$ cat src/rtl/pll_ctrl_pkg.sv
// Shared types and constants for the PLL lock controller.
package pll_ctrl_pkg;

    localparam int SEL_W = 6;

    typedef enum logic [2:0] {
        RESET_PLL = 3'd0,
        WAIT_LOCK = 3'd1,
        STABLE    = 3'd2,
        RUN       = 3'd3,
        FAIL      = 3'd4
    } pll_state_e;

    // Counter width able to hold 0..n-1, never narrower than one bit.
    function automatic int cnt_width(input int n);
        return (n > 1) ? $clog2(n) : 1;
    endfunction

endpackage

$ cat src/rtl/sync_2ff.sv
// Two-flop synchronizer for a single asynchronous level; resets to 0.
module sync_2ff (
    input  logic i_clk,
    input  logic i_rst_n,
    input  logic i_d,
    output logic o_q
);

    logic r_meta;
    logic r_sync;

    // Double-register the async input into the i_clk domain.
    always_ff @(posedge i_clk or negedge i_rst_n) begin
        if (!i_rst_n) begin
            r_meta <= 1'b0;
            r_sync <= 1'b0;
        end else begin
            r_meta <= i_d;
            r_sync <= r_meta;
        end
    end

    assign o_q = r_sync;

endmodule

$ cat src/rtl/pll_lock_ctrl.sv
// PLL bring-up and lock supervisor running on the crystal reference clock.
// With pll_lock steady high from reset release: pll_reset falls on edge RST_CYCLES, locked rises on edge RST_CYCLES+1+LOCK_STABLE.
module pll_lock_ctrl
    import pll_ctrl_pkg::*;
#(
    parameter int               RST_CYCLES   = 16,
    parameter int               LOCK_STABLE  = 1024,
    parameter int               LOCK_TIMEOUT = 240000,
    parameter int               MAX_RETRY    = 3,
    parameter logic [SEL_W-1:0] INIT_IDSEL   = 6'd0,
    parameter logic [SEL_W-1:0] INIT_FBDSEL  = 6'd0,
    parameter logic [SEL_W-1:0] INIT_ODSEL   = 6'd0
) (
    input  logic             sys_clk,
    input  logic             sys_rst_n,
    input  logic             pll_lock,
    input  logic             cfg_valid,
    output logic             cfg_ready,
    input  logic [SEL_W-1:0] cfg_idsel,
    input  logic [SEL_W-1:0] cfg_fbdsel,
    input  logic [SEL_W-1:0] cfg_odsel,
    output logic             pll_reset,
    output logic [SEL_W-1:0] pll_idsel,
    output logic [SEL_W-1:0] pll_fbdsel,
    output logic [SEL_W-1:0] pll_odsel,
    output logic             locked,
    output logic             clk_rst_n,
    output logic             err
);

    localparam int RST_W = cnt_width(RST_CYCLES);
    localparam int STB_W = cnt_width(LOCK_STABLE);
    localparam int TMO_W = cnt_width(LOCK_TIMEOUT);
    localparam int RTY_W = cnt_width(MAX_RETRY + 1);

    localparam logic [RST_W-1:0] RST_LAST = RST_W'(RST_CYCLES - 1);
    localparam logic [STB_W-1:0] STB_LAST = STB_W'(LOCK_STABLE - 1);
    localparam logic [TMO_W-1:0] TMO_LAST = TMO_W'(LOCK_TIMEOUT - 1);
    localparam logic [RTY_W-1:0] RTY_MAX  = RTY_W'(MAX_RETRY);

    pll_state_e       r_state;
    logic [RST_W-1:0] r_rst_cnt;
    logic [STB_W-1:0] r_stb_cnt;
    logic [TMO_W-1:0] r_tmo_cnt;
    logic [RTY_W-1:0] r_retry;
    logic             r_pll_reset;
    logic             r_locked;
    logic             r_clk_rst_n;
    logic             r_err;
    logic             r_cfg_ready;
    logic [SEL_W-1:0] r_idsel;
    logic [SEL_W-1:0] r_fbdsel;
    logic [SEL_W-1:0] r_odsel;

    logic             w_lock_s;
    logic             w_xfer;
    logic [RTY_W-1:0] w_retry_next;

    sync_2ff u_lock_sync (
        .i_clk   (sys_clk),
        .i_rst_n (sys_rst_n),
        .i_d     (pll_lock),
        .o_q     (w_lock_s)
    );

    // cfg_ready is registered high only in RUN and FAIL, so it doubles as the state qualifier.
    assign w_xfer       = cfg_valid & r_cfg_ready;
    assign w_retry_next = r_retry + RTY_W'(1'b1);

    // Sequencer: every output is registered and updated on the state transition that defines it.
    always_ff @(posedge sys_clk or negedge sys_rst_n) begin
        if (!sys_rst_n) begin
            r_state     <= RESET_PLL;
            r_rst_cnt   <= {RST_W{1'b0}};
            r_stb_cnt   <= {STB_W{1'b0}};
            r_tmo_cnt   <= {TMO_W{1'b0}};
            r_retry     <= {RTY_W{1'b0}};
            r_pll_reset <= 1'b1;
            r_locked    <= 1'b0;
            r_clk_rst_n <= 1'b0;
            r_err       <= 1'b0;
            r_cfg_ready <= 1'b0;
            r_idsel     <= INIT_IDSEL;
            r_fbdsel    <= INIT_FBDSEL;
            r_odsel     <= INIT_ODSEL;
        end else begin
            case (r_state)
                RESET_PLL: begin
                    if (r_rst_cnt == RST_LAST) begin
                        r_state     <= WAIT_LOCK;
                        r_pll_reset <= 1'b0;
                        r_rst_cnt   <= {RST_W{1'b0}};
                        r_tmo_cnt   <= {TMO_W{1'b0}};
                    end else begin
                        r_rst_cnt <= r_rst_cnt + RST_W'(1'b1);
                    end
                end
                WAIT_LOCK: begin
                    if (w_lock_s) begin
                        r_state   <= STABLE;
                        r_stb_cnt <= {STB_W{1'b0}};
                    end else if (r_tmo_cnt == TMO_LAST) begin
                        r_retry     <= w_retry_next;
                        r_pll_reset <= 1'b1;
                        r_rst_cnt   <= {RST_W{1'b0}};
                        if (w_retry_next == RTY_MAX) begin
                            r_state     <= FAIL;
                            r_err       <= 1'b1;
                            r_cfg_ready <= 1'b1;
                        end else begin
                            r_state <= RESET_PLL;
                        end
                    end else begin
                        r_tmo_cnt <= r_tmo_cnt + TMO_W'(1'b1);
                    end
                end
                STABLE: begin
                    // Timeout count is frozen here, so a chattering lock still runs out of time.
                    if (!w_lock_s) begin
                        r_state <= WAIT_LOCK;
                    end else if (r_stb_cnt == STB_LAST) begin
                        r_state     <= RUN;
                        r_locked    <= 1'b1;
                        r_clk_rst_n <= 1'b1;
                        r_cfg_ready <= 1'b1;
                        r_retry     <= {RTY_W{1'b0}};
                    end else begin
                        r_stb_cnt <= r_stb_cnt + STB_W'(1'b1);
                    end
                end
                RUN, FAIL: begin
                    // A configuration transfer outranks a simultaneous lock loss.
                    if (w_xfer || (r_state == RUN && !w_lock_s)) begin
                        r_state     <= RESET_PLL;
                        r_rst_cnt   <= {RST_W{1'b0}};
                        r_retry     <= {RTY_W{1'b0}};
                        r_pll_reset <= 1'b1;
                        r_locked    <= 1'b0;
                        r_clk_rst_n <= 1'b0;
                        r_err       <= 1'b0;
                        r_cfg_ready <= 1'b0;
                        if (w_xfer) begin
                            r_idsel  <= cfg_idsel;
                            r_fbdsel <= cfg_fbdsel;
                            r_odsel  <= cfg_odsel;
                        end
                    end
                end
                default: begin
                    r_state     <= RESET_PLL;
                    r_rst_cnt   <= {RST_W{1'b0}};
                    r_pll_reset <= 1'b1;
                    r_locked    <= 1'b0;
                    r_clk_rst_n <= 1'b0;
                    r_err       <= 1'b0;
                    r_cfg_ready <= 1'b0;
                end
            endcase
        end
    end

    assign pll_reset  = r_pll_reset;
    assign locked     = r_locked;
    assign clk_rst_n  = r_clk_rst_n;
    assign err        = r_err;
    assign cfg_ready  = r_cfg_ready;
    assign pll_idsel  = r_idsel;
    assign pll_fbdsel = r_fbdsel;
    assign pll_odsel  = r_odsel;

endmodule

$ cat config.mk
export PLATFORM = sky130hd
export DESIGN_NAME = pll_lock_ctrl
export DESIGN_NICKNAME = d
export VERILOG_FILES = /design/src/rtl/pll_ctrl_pkg.sv /design/src/rtl/sync_2ff.sv /design/src/rtl/pll_lock_ctrl.sv
export SDC_FILE = /design/constraint.sdc
export NUM_CORES = 1
export LEC_CHECK = 0
export CAP_MARGIN = 20
export CORE_ASPECT_RATIO = 0.75
export CORE_MARGIN = 2
export CORE_UTILIZATION = 55
export CTS_BUF_LIST = sky130_fd_sc_hd__clkbuf_16
export DETAILED_ROUTE_END_ITERATION = 7
export GPL_ROUTABILITY_DRIVEN = 0
export PLACE_DENSITY = 0.8
export SETUP_SLACK_MARGIN = 0.1
export SYNTH_ARGS = -nofsm -noshare
export SYNTH_HDL_FRONTEND = slang
export SYNTH_SLANG_ARGS = --single-unit
$ cat constraint.sdc
create_clock -name sys_clk -period 2.1 [get_ports sys_clk]
set_input_delay 0.525 -clock sys_clk [delete_from_list [all_inputs] [get_ports sys_clk]]
set_output_delay 0.525 -clock sys_clk [all_outputs]
set_load 0.02 [all_outputs]
Word-level counts from Yosys, hierarchy flattened
Index checks and enable logic that the tools add are counted.

Register bits after elaboration: 61. Bits of input ports: 22. Output and inout port bits: 23. Logic and storage cells: 104.

Add/subtract/negate cells: 4. Eq/ne operators: 20. Muxes and demuxes: 41. Bitwise logic cells: 5. Reductions and logical operators: 20.

Operators by type and width (count): $mux W18 (3); $pmux W18 S2 (1); $mux W10 (3); $mux W3 (7); $pmux W10 S2 (1); $reduce_and A4 Y1 (5); $add A18 B1 Y18 const B (1); $eq A18 B18 Y1 const B (1); $mux W4 (4); $ne A2 B2 Y1 const B (8); $pmux W4 S4 (1); $pmux W3 S4 (1); $add A10 B1 Y10 const B (1); $eq A10 B10 Y1 const B (1); $mux W1 (10); $mux W2 (5); $reduce_and A5 Y1 (2); $pmux W1 S4 (2); $reduce_and A7 Y1 (1); $eq A3 B2 Y1 const B (2); $pmux W1 S3 (2); $pmux W2 S3 (1); $reduce_and A6 Y1 (1); $reduce_or A2 Y1 (3); other kinds (18) (23).

Logic depth before layout (Yosys ltp)
Gate-level depths: netlist of run 1.

Word-level depth: 6. Depth in mapped cells: 6. Gate-level depth less buffers: 6.

Hierarchy
From an unflattened synthesis of run 1, not the netlist that was laid out.

Cells, all modules: 306. Area total of the unflattened synthesis: 3134.3 sq um.

Modules (own cells, without submodules): pll_lock_ctrl (times used 1, cells each 304, area each 3084.2 sq um, seq. area each 1477.7 sq um); sync_2ff (times used 1, cells each 2, area each 50.0 sq um, seq. area each 50.0 sq um).

Worst setup path after synthesis of run 1
No wires, ideal clock.

Path type: reg2reg. Start: reg r_tmo_cnt[0]. End: reg r_tmo_cnt[10]. Library setup time: 77 ps. Data arrival time: 1777 ps. Required time: 2023 ps. Path slack: 245 ps. Cell stages (with the launch flop): 7. Path buffers: 0. Period minus slack after synthesis: 1855 ps. Cells stage by stage: dfrtp_1 ha_1 nand3_1 nor2_1 a31o_4 or4_1 a21oi_1.

Cells in the longest elaborated chain, start to end: 4.

RTL lines: start, declared (line pll_lock_ctrl.sv:44) `logic [TMO_W-1:0] r_tmo_cnt;`; start signal, assigned (line pll_lock_ctrl.sv:76) `r_tmo_cnt <= {TMO_W{1'b0}};`; start signal, assigned (line pll_lock_ctrl.sv:93) `r_tmo_cnt <= {TMO_W{1'b0}};`; start signal, assigned (line pll_lock_ctrl.sv:114) `r_tmo_cnt <= r_tmo_cnt + TMO_W'(1'b1);`; $add A18 B1 Y18 (line pll_lock_ctrl.sv:114); $mux W18 (line pll_lock_ctrl.sv:102) `end else if (r_tmo_cnt == TMO_LAST) begin`; $mux W18 (line pll_lock_ctrl.sv:99) `if (w_lock_s) begin`; $pmux W18 S2 (line pll_lock_ctrl.sv:87) `case (r_state)`.

Parallel ways exist; a longest one is shown, timed or not. The select of a mux whose other input is x is not followed. A chain may end at the register's enable or synchronous reset.

Final worst setup path of run 1
Start: reg r_pll_reset, in the netlist pll_reset. End: out pll_reset.

RTL lines: start, declared (line pll_lock_ctrl.sv:46) `logic r_pll_reset;`; start signal, assigned (line pll_lock_ctrl.sv:78) `r_pll_reset <= 1'b1;`; start signal, assigned (line pll_lock_ctrl.sv:91) `r_pll_reset <= 1'b0;`; start signal, assigned (line pll_lock_ctrl.sv:104) `r_pll_reset <= 1'b1;`; end, declared (line pll_lock_ctrl.sv:22) `output logic pll_reset,`.

No word-level cell between the ends.

==> results of run 1 <==
[what timing repair did]
item,in CTS,in global routing
buffers inserted,0,2
pin swaps,0,1
setup endpoints to repair,3,10
gates resized for setup,3,5
hold endpoints to repair,0,0
[through the flow]
| stage | area [um^2] | worst slack (ps) | util |
|---|---|---|---|
| after floorplan | 3240 | 245 | - |
| after global placement | 4010 | 81.2 | 0.695 |
| after detailed placement | 4010 | 51.6 | 0.695 |
| after CTS | 4260 | 105 | 0.739 |
| after global routing | 4300 | 27.6 | 0.746 |
| final | 4300 | 135 | 0.746 |
[layer usage]
metal | vias up | share of wire | global-route usage
met1 | 1354 | 0.46 | 0.385
met4 | 0 | 0.014 | 0.0931
met3 | 15 | 0.080 | 0.0960
met5 | - | 0 | 0
li1 | 1356 | - | -
met2 | 114 | 0.44 | 0.371
[cell families after synthesis]
| logic type | after synthesis | synth area share |
|---|---|---|
| AOI/OAI and AO/OA | 79 | 0.176 |
| xor gates and xnor gates | 8 | 0.0216 |
| adders and majority gates | 4 | 0.0154 |
| buffers and inverters | 24 | 0.0332 |
| DFF | 61 | 0.471 |
| muxes | 23 | 0.0783 |
| and+or+nand+nor | 122 | 0.205 |
[synth_stat cells, types with 3 or more instances]
cell and n:
sky130_fd_sc_hd__ha_1 4, sky130_fd_sc_hd__nor4_1 3, sky130_fd_sc_hd__o31ai_1 4, sky130_fd_sc_hd__o21ai_0 15
sky130_fd_sc_hd__o211ai_1 6, sky130_fd_sc_hd__a21oi_1 17, sky130_fd_sc_hd__a31oi_1 3, sky130_fd_sc_hd__a22o_1 3
sky130_fd_sc_hd__dfrtp_1 60, sky130_fd_sc_hd__nand4_1 10, sky130_fd_sc_hd__nor3b_1 4, sky130_fd_sc_hd__and2_1 4
sky130_fd_sc_hd__mux2i_1 4, sky130_fd_sc_hd__a211oi_1 5, sky130_fd_sc_hd__xnor2_1 7, sky130_fd_sc_hd__nand3_1 15
sky130_fd_sc_hd__o21ai_1 3, sky130_fd_sc_hd__mux2_2 19, sky130_fd_sc_hd__nor2_1 26, sky130_fd_sc_hd__nand2b_1 4
sky130_fd_sc_hd__nor3_1 4, sky130_fd_sc_hd__inv_1 15, sky130_fd_sc_hd__nand2_1 28, sky130_fd_sc_hd__buf_2 5
sky130_fd_sc_hd__or3_1 4
[path summary, 6_finish.rpt]
| kind | startpoint | to | slack [ps] | cells past startpoint |
|---|---|---|---|---|
| setup / recovery | pll_reset | pll_reset | 140 | 1 |
| hold / removal | sys_rst_n | r_tmo_cnt[15] | 190 | 2 |
| setup reg to reg | r_tmo_cnt[9] | r_rst_cnt[2] | 160 | 5 |
| hold reg to reg | u_lock_sync.r_meta | u_lock_sync.o_q | 350 | 0 |
| max in group asynchronous | sys_rst_n | pll_reset | 1610 | 2 |
| min in group sys_clk | u_lock_sync.r_meta | u_lock_sync.o_q | 350 | 0 |
[cell usage in the layout (no fill, tap or decap), types with 3 or more instances in the layout]
cell type / instances
sky130_fd_sc_hd__mux2_2: 19
sky130_fd_sc_hd__a31oi_1: 3
sky130_fd_sc_hd__nor3b_1: 3
sky130_fd_sc_hd__a22o_1: 3
sky130_fd_sc_hd__inv_1: 16
sky130_fd_sc_hd__ha_1: 3
sky130_fd_sc_hd__buf_4: 34
sky130_fd_sc_hd__a211oi_1: 5
sky130_fd_sc_hd__nand3_1: 13
sky130_fd_sc_hd__nor2_1: 25
sky130_fd_sc_hd__a21oi_1: 17
sky130_fd_sc_hd__xnor2_1: 7
sky130_fd_sc_hd__nand4_1: 10
sky130_fd_sc_hd__dfrtp_1: 60
sky130_fd_sc_hd__o31ai_1: 4
sky130_fd_sc_hd__and2_1: 4
sky130_fd_sc_hd__or3_1: 4
sky130_fd_sc_hd__o211ai_1: 6
sky130_fd_sc_hd__nand2b_1: 4
sky130_fd_sc_hd__nor3_1: 3
sky130_fd_sc_hd__clkdlybuf4s50_1: 43
sky130_fd_sc_hd__mux2i_1: 4
sky130_fd_sc_hd__nor4_1: 3
sky130_fd_sc_hd__clkbuf_16: 9
sky130_fd_sc_hd__o21ai_0: 15
sky130_fd_sc_hd__nand2_1: 28
[where the power goes]
part	internal (uW)	switching [uW]
clock network	764	481
logic	836	862
registers	1440	223
[cell type report]
type / instances / area (um^2) / area share
Multi-Input combinational cell: 236 / 1640 / 0.382
Sequential cell: 61 / 1530 / 0.355
Timing Repair Buffer: 80 / 731 / 0.170
Clock buffer: 9 / 225 / 0.0523
Tap cell: 78 / 97.6 / 0.0227
Inverter: 15 / 56.3 / 0.0131
Clock inverter: 5 / 21.3 / 0.00494
[registers in the layout, indices dropped and copies added (netlist names)]
name	count
cfg_ready	1
clk_rst_n	1
err	1
pll_fbdsel	6
pll_idsel	6
pll_odsel	6
pll_reset	1
r_retry	2
r_rst_cnt	4
r_state	3
r_stb_cnt	10
r_tmo_cnt	18
u_lock_sync.o_q	1
u_lock_sync.r_meta	1
==> metrics.txt, run 1 <==
# TYPE chip_impl_metric gauge
chip_impl_metric{name="design.portCount",unit=""} 45
chip_impl_metric{name="die_h",unit="um"} 70.5
chip_impl_metric{name="initial_utilization",unit=""} 0.562
chip_impl_metric{name="placementRows",unit=""} 24
chip_impl_info{name="crit_path_cell_trace",value="clkdlybuf4s50_1"} 1
chip_impl_metric{name="cts-root-to-sink-buffers",unit=""} 2
chip_impl_metric{name="design.die.area",unit="um^2"} 6530
chip_impl_info{name="clock_tree.root_cell",value="sky130_fd_sc_hd__clkbuf_16"} 1
chip_impl_info{name="hold_class",value="input port to asynchronous set/reset pin"} 1
chip_impl_metric{name="io_buffers",unit=""} 44
chip_impl_metric{name="synth.yosys.warnings",unit=""} 0
chip_impl_metric{name="worstPathMaxFanout",unit=""} 2
chip_impl_metric{name="synth.ff_latch_count",unit=""} 61
chip_impl_metric{name="n_fill_cell",unit=""} 421
chip_impl_metric{name="post-route-drc-count",unit=""} 0
chip_impl_metric{name="maxCapViolCount",unit=""} 0
chip_impl_metric{name="detailroute.via_count",unit=""} 2839
chip_impl_metric{name="grt_max_degree",unit=""} 62
chip_impl_info{name="postSynth.topFlopCell",value="sky130_fd_sc_hd__dfrtp_1"} 1
chip_impl_metric{name="hold_slack",unit="ps"} 186
chip_impl_metric{name="drt_first_pass_iters",unit=""} 5
chip_impl_metric{name="hpwl",unit="um"} 5610
chip_impl_metric{name="timing.final.max_slew_violations",unit=""} 0
chip_impl_metric{name="power.density_cell_area",unit="nW/um^2"} 1070
chip_impl_metric{name="worst_pin_slew",unit="ps"} 472
chip_impl_metric{name="detail_route.wirelength",unit="um"} 7850
chip_impl_info{name="crit_slowest_cell",value="sky130_fd_sc_hd__clkdlybuf4s50_1"} 1
chip_impl_metric{name="area_growth_syn_to_fin",unit="%"} 32.7
chip_impl_metric{name="setup-violations-final",unit=""} 0
chip_impl_metric{name="fin_setup_tns",unit="ps"} 0
chip_impl_metric{name="width_of_the_die",unit="um"} 92.7
chip_impl_metric{name="post-route-period-util",unit=""} 0.936
chip_impl_metric{name="yosysSeqAreaShare",unit=""} 0.471
chip_impl_info{name="outcome",value="complete, no violations"} 1
chip_impl_metric{name="netlist_instances",unit=""} 321
chip_impl_metric{name="async_flop_share",unit=""} 1.00
chip_impl_metric{name="globalRouteOverflowTotal",unit=""} 0
chip_impl_metric{name="post_route_cells_drive_above_1_share",unit=""} 0.227
chip_impl_metric{name="clock_skew",unit="ps"} 7.33
chip_impl_metric{name="post-synth-top-area-fraction",unit=""} 0.463
chip_impl_metric{name="cts_max_level",unit=""} 3
chip_impl_metric{name="netlist_area",unit="um^2"} 3240
chip_impl_metric{name="detail_route.iter0.violations",unit=""} 247
chip_impl_metric{name="critPathRequiredTime",unit="ps"} 1570
chip_impl_metric{name="p_leak",unit="uW"} 0.00183
chip_impl_metric{name="fmaxAchievable",unit="GHz"} 0.509
chip_impl_info{name="critPathLaunchType",value="flop"} 1
chip_impl_metric{name="hold_viol",unit=""} 0
chip_impl_metric{name="cp.buffers_inverters",unit=""} 1
chip_impl_metric{name="worst-endpoint-arrival",unit="ps"} 1440
chip_impl_metric{name="cts-buffers-inserted",unit=""} 9
chip_impl_info{name="leading_post_synthesis_cells_by_cell_area",value="sky130_fd_sc_hd__dfrtp_1 46%, sky130_fd_sc_hd__mux2_2 6.6%, sky130_fd_sc_hd__nand2_1 3.2%"} 1
chip_impl_metric{name="final_std_cells_w_o_fill",unit=""} 484
chip_impl_metric{name="worstSkewPairLatency",unit="ps"} 330
chip_impl_metric{name="num-nets-final",unit=""} 429
chip_impl_metric{name="routed_via_density",unit=""} 5.87
chip_impl_metric{name="post_synth.cell_area_avg",unit="um^2"} 10.1
chip_impl_metric{name="insertedDiodeCount",unit=""} 0
chip_impl_info{name="critical_path_class",value="flop to primary output"} 1
chip_impl_info{name="synth_top_cell_by_area",value="sky130_fd_sc_hd__dfrtp_1"} 1
chip_impl_metric{name="routed_wire_length_per_instance",unit="um"} 16.2
chip_impl_metric{name="yosysUniqueCellTypes",unit=""} 67
chip_impl_metric{name="cts_hold_buf",unit=""} 0
chip_impl_metric{name="clkSlewWorstSetupHoldPaths",unit="ps"} 50
chip_impl_metric{name="cts_num_sinks",unit=""} 61
chip_impl_metric{name="ant_nets",unit=""} 0
chip_impl_metric{name="max-slew-margin-rel",unit=""} 0.681
chip_impl_info{name="cts_tree",value="built"} 1
chip_impl_info{name="rsz0062_at_grt",value="true"} 1
chip_impl_metric{name="grtUsageTotal",unit=""} 0.266
chip_impl_metric{name="synth_enable_flop_cells",unit=""} 0
chip_impl_metric{name="slowest_delay",unit="ps"} 590
chip_impl_info{name="crit_family",value="buffers and inverters"} 1
chip_impl_info{name="endpoint_kind_of_the_worst_setup_timing_path",value="primary output"} 1
chip_impl_metric{name="power.total",unit="uW"} 4600
chip_impl_metric{name="vias_in_the_first_global_route",unit=""} 2700
chip_impl_metric{name="core_region_area",unit="um^2"} 5770
chip_impl_metric{name="initial_antenna_violation_count",unit=""} 0
chip_impl_metric{name="syn_nets",unit=""} 347
chip_impl_metric{name="irDropWorstVdd",unit="V"} 0.000865
chip_impl_metric{name="post-place-cells",unit=""} 468
chip_impl_metric{name="final.min_clock_period",unit="ps"} 1960
chip_impl_metric{name="grt_first_pass_wirelength",unit="um"} 13300
Note: power is estimated with default switching activity, not from simulation.
==> run 2, diff against run 1 <==
MAX_ROUTING_LAYER = met4   (was not set)
==> run 2 against run 1 <==
Net effect: critical path depth grew 5; fmax rose by 1.4%; sequential share of layout area is essentially flat; non-clock buffer count stayed put; clock-buffer cell count is the same; power barely moved; routed wire length fell by 0.24%; combinational power barely moved.
==> metrics.txt, run 2 (synthesis results as in run 1) <==
# TYPE chip_impl_metric gauge
chip_impl_metric{name="p_leak",unit="uW"} 0.00183
chip_impl_metric{name="power.total",unit="uW"} 4600
chip_impl_metric{name="detailroute.via_count",unit=""} 2841
chip_impl_info{name="critical_path_class",value="flop to flop"} 1
chip_impl_metric{name="switchingPower",unit="uW"} 1560
chip_impl_metric{name="maxCapViolCount",unit=""} 0
chip_impl_metric{name="p_int",unit="uW"} 3040
chip_impl_metric{name="core_region_area",unit="um^2"} 5770
chip_impl_info{name="max_flop_register",value="r_tmo_cnt"} 1
chip_impl_metric{name="largest_register_ffs",unit=""} 18
chip_impl_metric{name="seq_power_share",unit=""} 0.361
chip_impl_metric{name="design.die.area",unit="um^2"} 6530
chip_impl_metric{name="grt_first_pass_wirelength",unit="um"} 13200
chip_impl_metric{name="setup-violations-final",unit=""} 0
chip_impl_metric{name="hold_viol",unit=""} 0
chip_impl_metric{name="clock_skew",unit="ps"} 7.28
chip_impl_info{name="timing.rr.start",value="r_tmo_cnt[1]"} 1
chip_impl_metric{name="post-route-period-util",unit=""} 0.922
chip_impl_metric{name="cts_hold_buf",unit=""} 0
chip_impl_metric{name="vias_in_the_first_global_route",unit=""} 2711
chip_impl_metric{name="placementRows",unit=""} 24
chip_impl_info{name="outcome",value="complete, no violations"} 1
chip_impl_metric{name="grt_max_degree",unit=""} 62
chip_impl_metric{name="insertedDiodeCount",unit=""} 0
chip_impl_metric{name="switching_share",unit=""} 0.340
chip_impl_info{name="clock_tree.root_cell",value="sky130_fd_sc_hd__clkbuf_16"} 1
chip_impl_metric{name="post_route_cells_drive_above_1_share",unit=""} 0.227
chip_impl_metric{name="worstSkewPairLatency",unit="ps"} 330
chip_impl_info{name="endpoint_kind_of_the_worst_setup_timing_path",value="flop"} 1
chip_impl_metric{name="worst-endpoint-arrival",unit="ps"} 2150
chip_impl_metric{name="die_h",unit="um"} 70.5
chip_impl_metric{name="drt_first_pass_iters",unit=""} 5
chip_impl_metric{name="cts-root-to-sink-buffers",unit=""} 2
chip_impl_metric{name="num-nets-final",unit=""} 429
chip_impl_metric{name="irDropWorstVdd",unit="V"} 0.000868
chip_impl_metric{name="fmaxAchievable",unit="GHz"} 0.516
chip_impl_metric{name="detail_route.iter0.violations",unit=""} 222
chip_impl_metric{name="cts_max_level",unit=""} 3
chip_impl_metric{name="timing.final.max_slew_violations",unit=""} 0
chip_impl_metric{name="cts-buffers-inserted",unit=""} 9
chip_impl_metric{name="ff2ff_setup_slack",unit="ps"} 160
chip_impl_metric{name="hpwl",unit="um"} 5610
chip_impl_metric{name="post-route-drc-count",unit=""} 0
chip_impl_metric{name="clockPowerShare",unit=""} 0.270
chip_impl_info{name="rsz0062_at_grt",value="true"} 1
chip_impl_info{name="leading_cell_type_in_the_layout_fill_and_taps_excluded",value="sky130_fd_sc_hd__dfrtp_1"} 1
chip_impl_info{name="cts_tree",value="built"} 1
chip_impl_metric{name="comb_power_share",unit=""} 0.369
chip_impl_metric{name="routed_via_density",unit=""} 5.87
chip_impl_info{name="most_frequent_cells_in_the_layout",value="60 x sky130_fd_sc_hd__dfrtp_1, 42 x sky130_fd_sc_hd__clkdlybuf4s50_1, 34 x sky130_fd_sc_hd__buf_4"} 1
chip_impl_metric{name="detail_route.wirelength",unit="um"} 7840
chip_impl_metric{name="power.density_cell_area",unit="nW/um^2"} 1070
chip_impl_info{name="largestRegisters",value="r_tmo_cnt x18, r_stb_cnt x10"} 1
chip_impl_metric{name="worstPathMaxFanout",unit=""} 4
chip_impl_metric{name="initial_antenna_violation_count",unit=""} 0
chip_impl_metric{name="max-slew-margin-rel",unit=""} 0.662
chip_impl_metric{name="fin_setup_tns",unit="ps"} 0
chip_impl_metric{name="design.portCount",unit=""} 45
chip_impl_metric{name="worst_pin_slew",unit="ps"} 501
chip_impl_metric{name="globalRouteOverflowTotal",unit=""} 0
chip_impl_metric{name="io_buffers",unit=""} 44
chip_impl_metric{name="width_of_the_die",unit="um"} 92.7
chip_impl_metric{name="clkSlewWorstSetupHoldPaths",unit="ps"} 50
chip_impl_metric{name="cts_num_sinks",unit=""} 61
chip_impl_metric{name="initial_utilization",unit=""} 0.562
chip_impl_info{name="critPathLaunchType",value="flop"} 1
chip_impl_metric{name="area_growth_syn_to_fin",unit="%"} 32.8
chip_impl_metric{name="final.min_clock_period",unit="ps"} 1940
chip_impl_info{name="hold_class",value="input port to asynchronous set/reset pin"} 1
chip_impl_metric{name="r2r_cells",unit=""} 6
chip_impl_metric{name="grtUsageTotal",unit=""} 0.275
chip_impl_metric{name="routed_wire_length_per_instance",unit="um"} 16.2
chip_impl_metric{name="ant_nets",unit=""} 0
chip_impl_metric{name="critPathRequiredTime",unit="ps"} 2310
chip_impl_info{name="r2r_end",value="r_rst_cnt[2]"} 1
[run 2: changes by cell type in the layout (fill, tap and decap cells not counted), sizes merged]
| cell | delta |
|---|---|
| clkdlybuf4s50 | -1 |
| dlymetal6s2s | +1 |
[run 2: how the worst max path moves through the flow]
stage / startpoint / to / slack [ps] / cells past startpoint
6_report: r_tmo_cnt[1] / r_rst_cnt[2] / 160 / 6
5_1_grt: r_tmo_cnt[1] / r_tmo_cnt[10] / 30 / 7
4_1_cts: r_stb_cnt[0] / r_stb_cnt[7] / 110 / 6
3_5_place_dp: r_tmo_cnt[1] / r_state[0] / 50 / 7
3_3_place_gp: cfg_valid / r_rst_cnt[2] / 80 / 7
2_1_floorplan: r_tmo_cnt[0] / r_tmo_cnt[10] / 250 / 6
[run 2: critical path: stages, from the launching register on]
cell and delay, ps:
sky130_fd_sc_hd__dfrtp_1 390, sky130_fd_sc_hd__ha_2 220, sky130_fd_sc_hd__nand3_2 100, sky130_fd_sc_hd__or2_1 340, sky130_fd_sc_hd__nor3_2 250, sky130_fd_sc_hd__o211ai_1 190, sky130_fd_sc_hd__a221o_1 330
[run 2: final cells by class]
type                    instances  area, um^2
multi-input cells             236        1640
clock inverters                 5        21.3
clock buffers                   9         225
inverters                      15        56.3
well taps                      78        97.6
fillers                       420        1460
repair buffers                 80         733
flip-flops and latches         61        1530
[run 2: power groups by stage]
stage               logic [uW]  clock network [uW]  registers (uW)
detailed placement        1650                   0            1670
floorplan                  794                   0            1800
global route              1830                1320            1700
global placement          1610                   0            1650
CTS                       1670                1270            1660
finish                    1700                1240            1660
[run 2: repair_timing]
item	4_1_cts	5_1_grt
gates cloned	0	0
resized for setup	3	6
endpoints found under the setup margin	3	11
pin swaps	0	1
buffers inserted	0	2
[run 2: metrics by stage]
step | instance area (um^2) | setup WS [ps] | cells | util | hold WS [ps]
after global placement | 4010 | 81.2 | 468 | 0.695 | 334
after floorplan | 3240 | 245 | 321 | - | 229
after global routing | 4310 | 27.3 | 484 | 0.747 | 219
after CTS | 4260 | 105 | 482 | 0.739 | 209
after detailed placement | 4010 | 51.6 | 468 | 0.695 | 336
final | 4310 | 163 | 484 | 0.747 | 182
[run 2: routing by layer]
metal / GRT usage / share of wire
met3: 0.100 / 0.077
met1: 0.388 / 0.47
met5: - / 0
met2: 0.375 / 0.44
met4: 0.0784 / 0.013
==> run 3, diff against run 2 <==
CAP_MARGIN = 10   (was 20)
SETUP_SLACK_MARGIN = 0.3   (was 0.1)
==> run 3 against run 2 <==
Net effect: core utilization increased by 7.5 points; largest power group unchanged; clock power increased by 31%; combinational power increased by 21%; cell area increased by 10%; die area unchanged; hold slack got worse by 53 ps; critical endpoint is now r_rst_cnt[0]; critical path type unchanged; cell count increased by 5.2%; critical path depth unchanged.
==> metrics.txt, run 3 (synthesis results as in run 1) <==
# TYPE chip_impl_metric gauge
chip_impl_info{name="crit_family",value="simple AND/OR/NAND/NOR gates"} 1
chip_impl_info{name="hold_class",value="input port to asynchronous set/reset pin"} 1
chip_impl_metric{name="p_leak",unit="uW"} 0.00208
chip_impl_metric{name="comb_power_share",unit=""} 0.386
chip_impl_metric{name="cts_hold_buf",unit=""} 0
chip_impl_info{name="crit_path_cell_trace",value="nand3_1, or2_4, nor3_4, o211ai_1, buf_4, a21o_1"} 1
chip_impl_metric{name="place_ws",unit="ps"} -8.97
chip_impl_info{name="crit_slowest_cell",value="sky130_fd_sc_hd__dfrtp_1"} 1
chip_impl_metric{name="worst-endpoint-arrival",unit="ps"} 2150
chip_impl_metric{name="design.portCount",unit=""} 45
chip_impl_metric{name="post-place-cells",unit=""} 460
chip_impl_metric{name="die_h",unit="um"} 70.5
chip_impl_metric{name="drt_first_pass_iters",unit=""} 7
chip_impl_metric{name="routed_wire_length_per_instance",unit="um"} 22.0
chip_impl_metric{name="r2r_cells",unit=""} 6
chip_impl_info{name="outcome",value="complete, no violations"} 1
chip_impl_metric{name="irDropWorstVdd",unit="V"} 0.000816
chip_impl_metric{name="utilization",unit=""} 0.822
chip_impl_info{name="critical_path_class",value="flop to flop"} 1
chip_impl_metric{name="routed_via_density",unit=""} 6.64
chip_impl_metric{name="setup-violations-final",unit=""} 0
chip_impl_metric{name="p_int",unit="uW"} 3400
chip_impl_metric{name="cts-buffers-inserted",unit=""} 9
chip_impl_metric{name="worstPathMaxFanout",unit=""} 5
chip_impl_info{name="cts_tree",value="built"} 1
chip_impl_info{name="r2r_end",value="r_rst_cnt[0]"} 1
chip_impl_metric{name="globalRouteOverflowTotal",unit=""} 0
chip_impl_metric{name="seq_power_share",unit=""} 0.308
chip_impl_metric{name="clockPowerShare",unit=""} 0.306
chip_impl_metric{name="width_of_the_die",unit="um"} 92.7
chip_impl_metric{name="worst_pin_slew",unit="ps"} 453
chip_impl_metric{name="ff2ff_setup_slack",unit="ps"} 170
chip_impl_metric{name="hpwl",unit="um"} 5810
chip_impl_metric{name="critPathRequiredTime",unit="ps"} 2320
chip_impl_metric{name="switching_share",unit=""} 0.360
chip_impl_metric{name="grtUsageTotal",unit=""} 0.309
chip_impl_metric{name="cts-root-to-sink-buffers",unit=""} 2
chip_impl_metric{name="detail_route.iter0.violations",unit=""} 539
chip_impl_metric{name="fmaxAchievable",unit="GHz"} 0.517
chip_impl_metric{name="timing.final.max_slew_violations",unit=""} 0
chip_impl_metric{name="clock_skew",unit="ps"} 7.33
chip_impl_metric{name="max-slew-margin-rel",unit=""} 0.698
chip_impl_info{name="rsz0062_at_grt",value="true"} 1
chip_impl_metric{name="num-nets-final",unit=""} 452
chip_impl_metric{name="io_buffers",unit=""} 44
chip_impl_metric{name="maxCapViolCount",unit=""} 0
chip_impl_info{name="timing.rr.start",value="r_tmo_cnt[5]"} 1
chip_impl_metric{name="detail_route.wirelength",unit="um"} 11200
chip_impl_metric{name="fin_setup_tns",unit="ps"} 0
chip_impl_metric{name="design.die.area",unit="um^2"} 6530
chip_impl_metric{name="ant_nets",unit=""} 0
chip_impl_metric{name="largest_register_ffs",unit=""} 18
chip_impl_metric{name="grt_first_pass_wirelength",unit="um"} 14800
chip_impl_metric{name="post-route-period-util",unit=""} 0.921
chip_impl_metric{name="insertedDiodeCount",unit=""} 0
chip_impl_metric{name="cts_num_sinks",unit=""} 61
chip_impl_metric{name="area_growth_syn_to_fin",unit="%"} 46.1
chip_impl_metric{name="core_region_area",unit="um^2"} 5770
chip_impl_metric{name="hold_viol",unit=""} 0
chip_impl_metric{name="cts_max_level",unit=""} 3
chip_impl_metric{name="cp.buffers_inverters",unit=""} 1
chip_impl_info{name="critPathLaunchType",value="flop"} 1
chip_impl_info{name="leading_cell_type_in_the_layout_fill_and_taps_excluded",value="sky130_fd_sc_hd__dfrtp_1"} 1
chip_impl_metric{name="final.min_clock_period",unit="ps"} 1930
chip_impl_metric{name="setup_slack_after_layout",unit="ps"} 167
chip_impl_metric{name="switchingPower",unit="uW"} 1920
chip_impl_metric{name="clkSlewWorstSetupHoldPaths",unit="ps"} 60
chip_impl_metric{name="grt_max_degree",unit=""} 44
chip_impl_metric{name="vias_in_the_first_global_route",unit=""} 3034
chip_impl_metric{name="placementRows",unit=""} 24
chip_impl_info{name="most_frequent_cells_in_the_layout",value="51 x sky130_fd_sc_hd__dfrtp_1, 50 x sky130_fd_sc_hd__buf_4, 26 x sky130_fd_sc_hd__nand2_1"} 1
chip_impl_metric{name="slowest_delay",unit="ps"} 460
chip_impl_info{name="endpoint_kind_of_the_worst_setup_timing_path",value="flop"} 1
chip_impl_info{name="max_flop_register",value="r_tmo_cnt"} 1
chip_impl_metric{name="initial_antenna_violation_count",unit=""} 0
chip_impl_metric{name="detailroute.via_count",unit=""} 3378
chip_impl_metric{name="initial_utilization",unit=""} 0.562
chip_impl_metric{name="post_route_cells_drive_above_1_share",unit=""} 0.350
chip_impl_metric{name="worstSkewPairLatency",unit="ps"} 340
chip_impl_metric{name="power.density_cell_area",unit="nW/um^2"} 1120
chip_impl_metric{name="final_std_cells_w_o_fill",unit=""} 509
chip_impl_info{name="largestRegisters",value="r_tmo_cnt x18, r_stb_cnt x10"} 1
chip_impl_metric{name="crit_cells",unit=""} 6
chip_impl_metric{name="post-route-drc-count",unit=""} 0
chip_impl_metric{name="power.total",unit="uW"} 5320
chip_impl_info{name="clock_tree.root_cell",value="sky130_fd_sc_hd__clkbuf_16"} 1
[run 3: cell type report]
| cell class | count | area [um^2] |
|---|---|---|
| clock inverters | 7 | 98.8 |
| fillers | 316 | 1030 |
| multi-input cells | 236 | 1820 |
| clock buffers | 9 | 225 |
| repair buffers | 103 | 903 |
| well taps | 78 | 97.6 |
| flip-flops and latches | 61 | 1540 |
| inverters | 15 | 56.3 |
[run 3: worst max-delay path by stage]
stage                       startpoint             to  slack, ps
after global placement       cfg_valid   r_rst_cnt[2]         90
after global routing        r_state[1]      pll_reset        110
final                     r_tmo_cnt[5]   r_rst_cnt[0]        170
after CTS                 r_tmo_cnt[7]   r_rst_cnt[2]        290
after floorplan           r_rst_cnt[0]  r_tmo_cnt[10]        270
after detailed placement     cfg_valid     r_retry[1]         -9
[run 3: layer usage]
layer  track usage  part of all wire  up-vias
met5             -                 0        -
met2         0.460              0.43      306
met3        0.0949              0.12       93
met4         0.119             0.061        0
met1         0.401              0.39     1585
li1              -                 -     1394
[run 3: power by group through the flow]
stage,clock network [uW],logic (uW),registers [uW]
CTS,1630,1750,1620
global placement,0,1620,1620
global route,1680,2170,1670
finish,1630,2050,1640
floorplan,0,794,1800
detailed placement,0,1680,1650
[run 3: timing repair]
| item | in CTS | in global routing |
|---|---|---|
| endpoints found under the setup margin | 58 | 45 |
| pin swaps | 9 | 16 |
| resized for setup | 38 | 45 |
| buffers inserted | 20 | 13 |
[run 3: per-stage QoR]
step,hold slack (ps),instance area (um^2)
5_1_grt,170,4740
3_3_place_gp,334,3950
3_5_place_dp,342,3950
6_report,129,4740
4_1_cts,145,4460
2_1_floorplan,229,3250
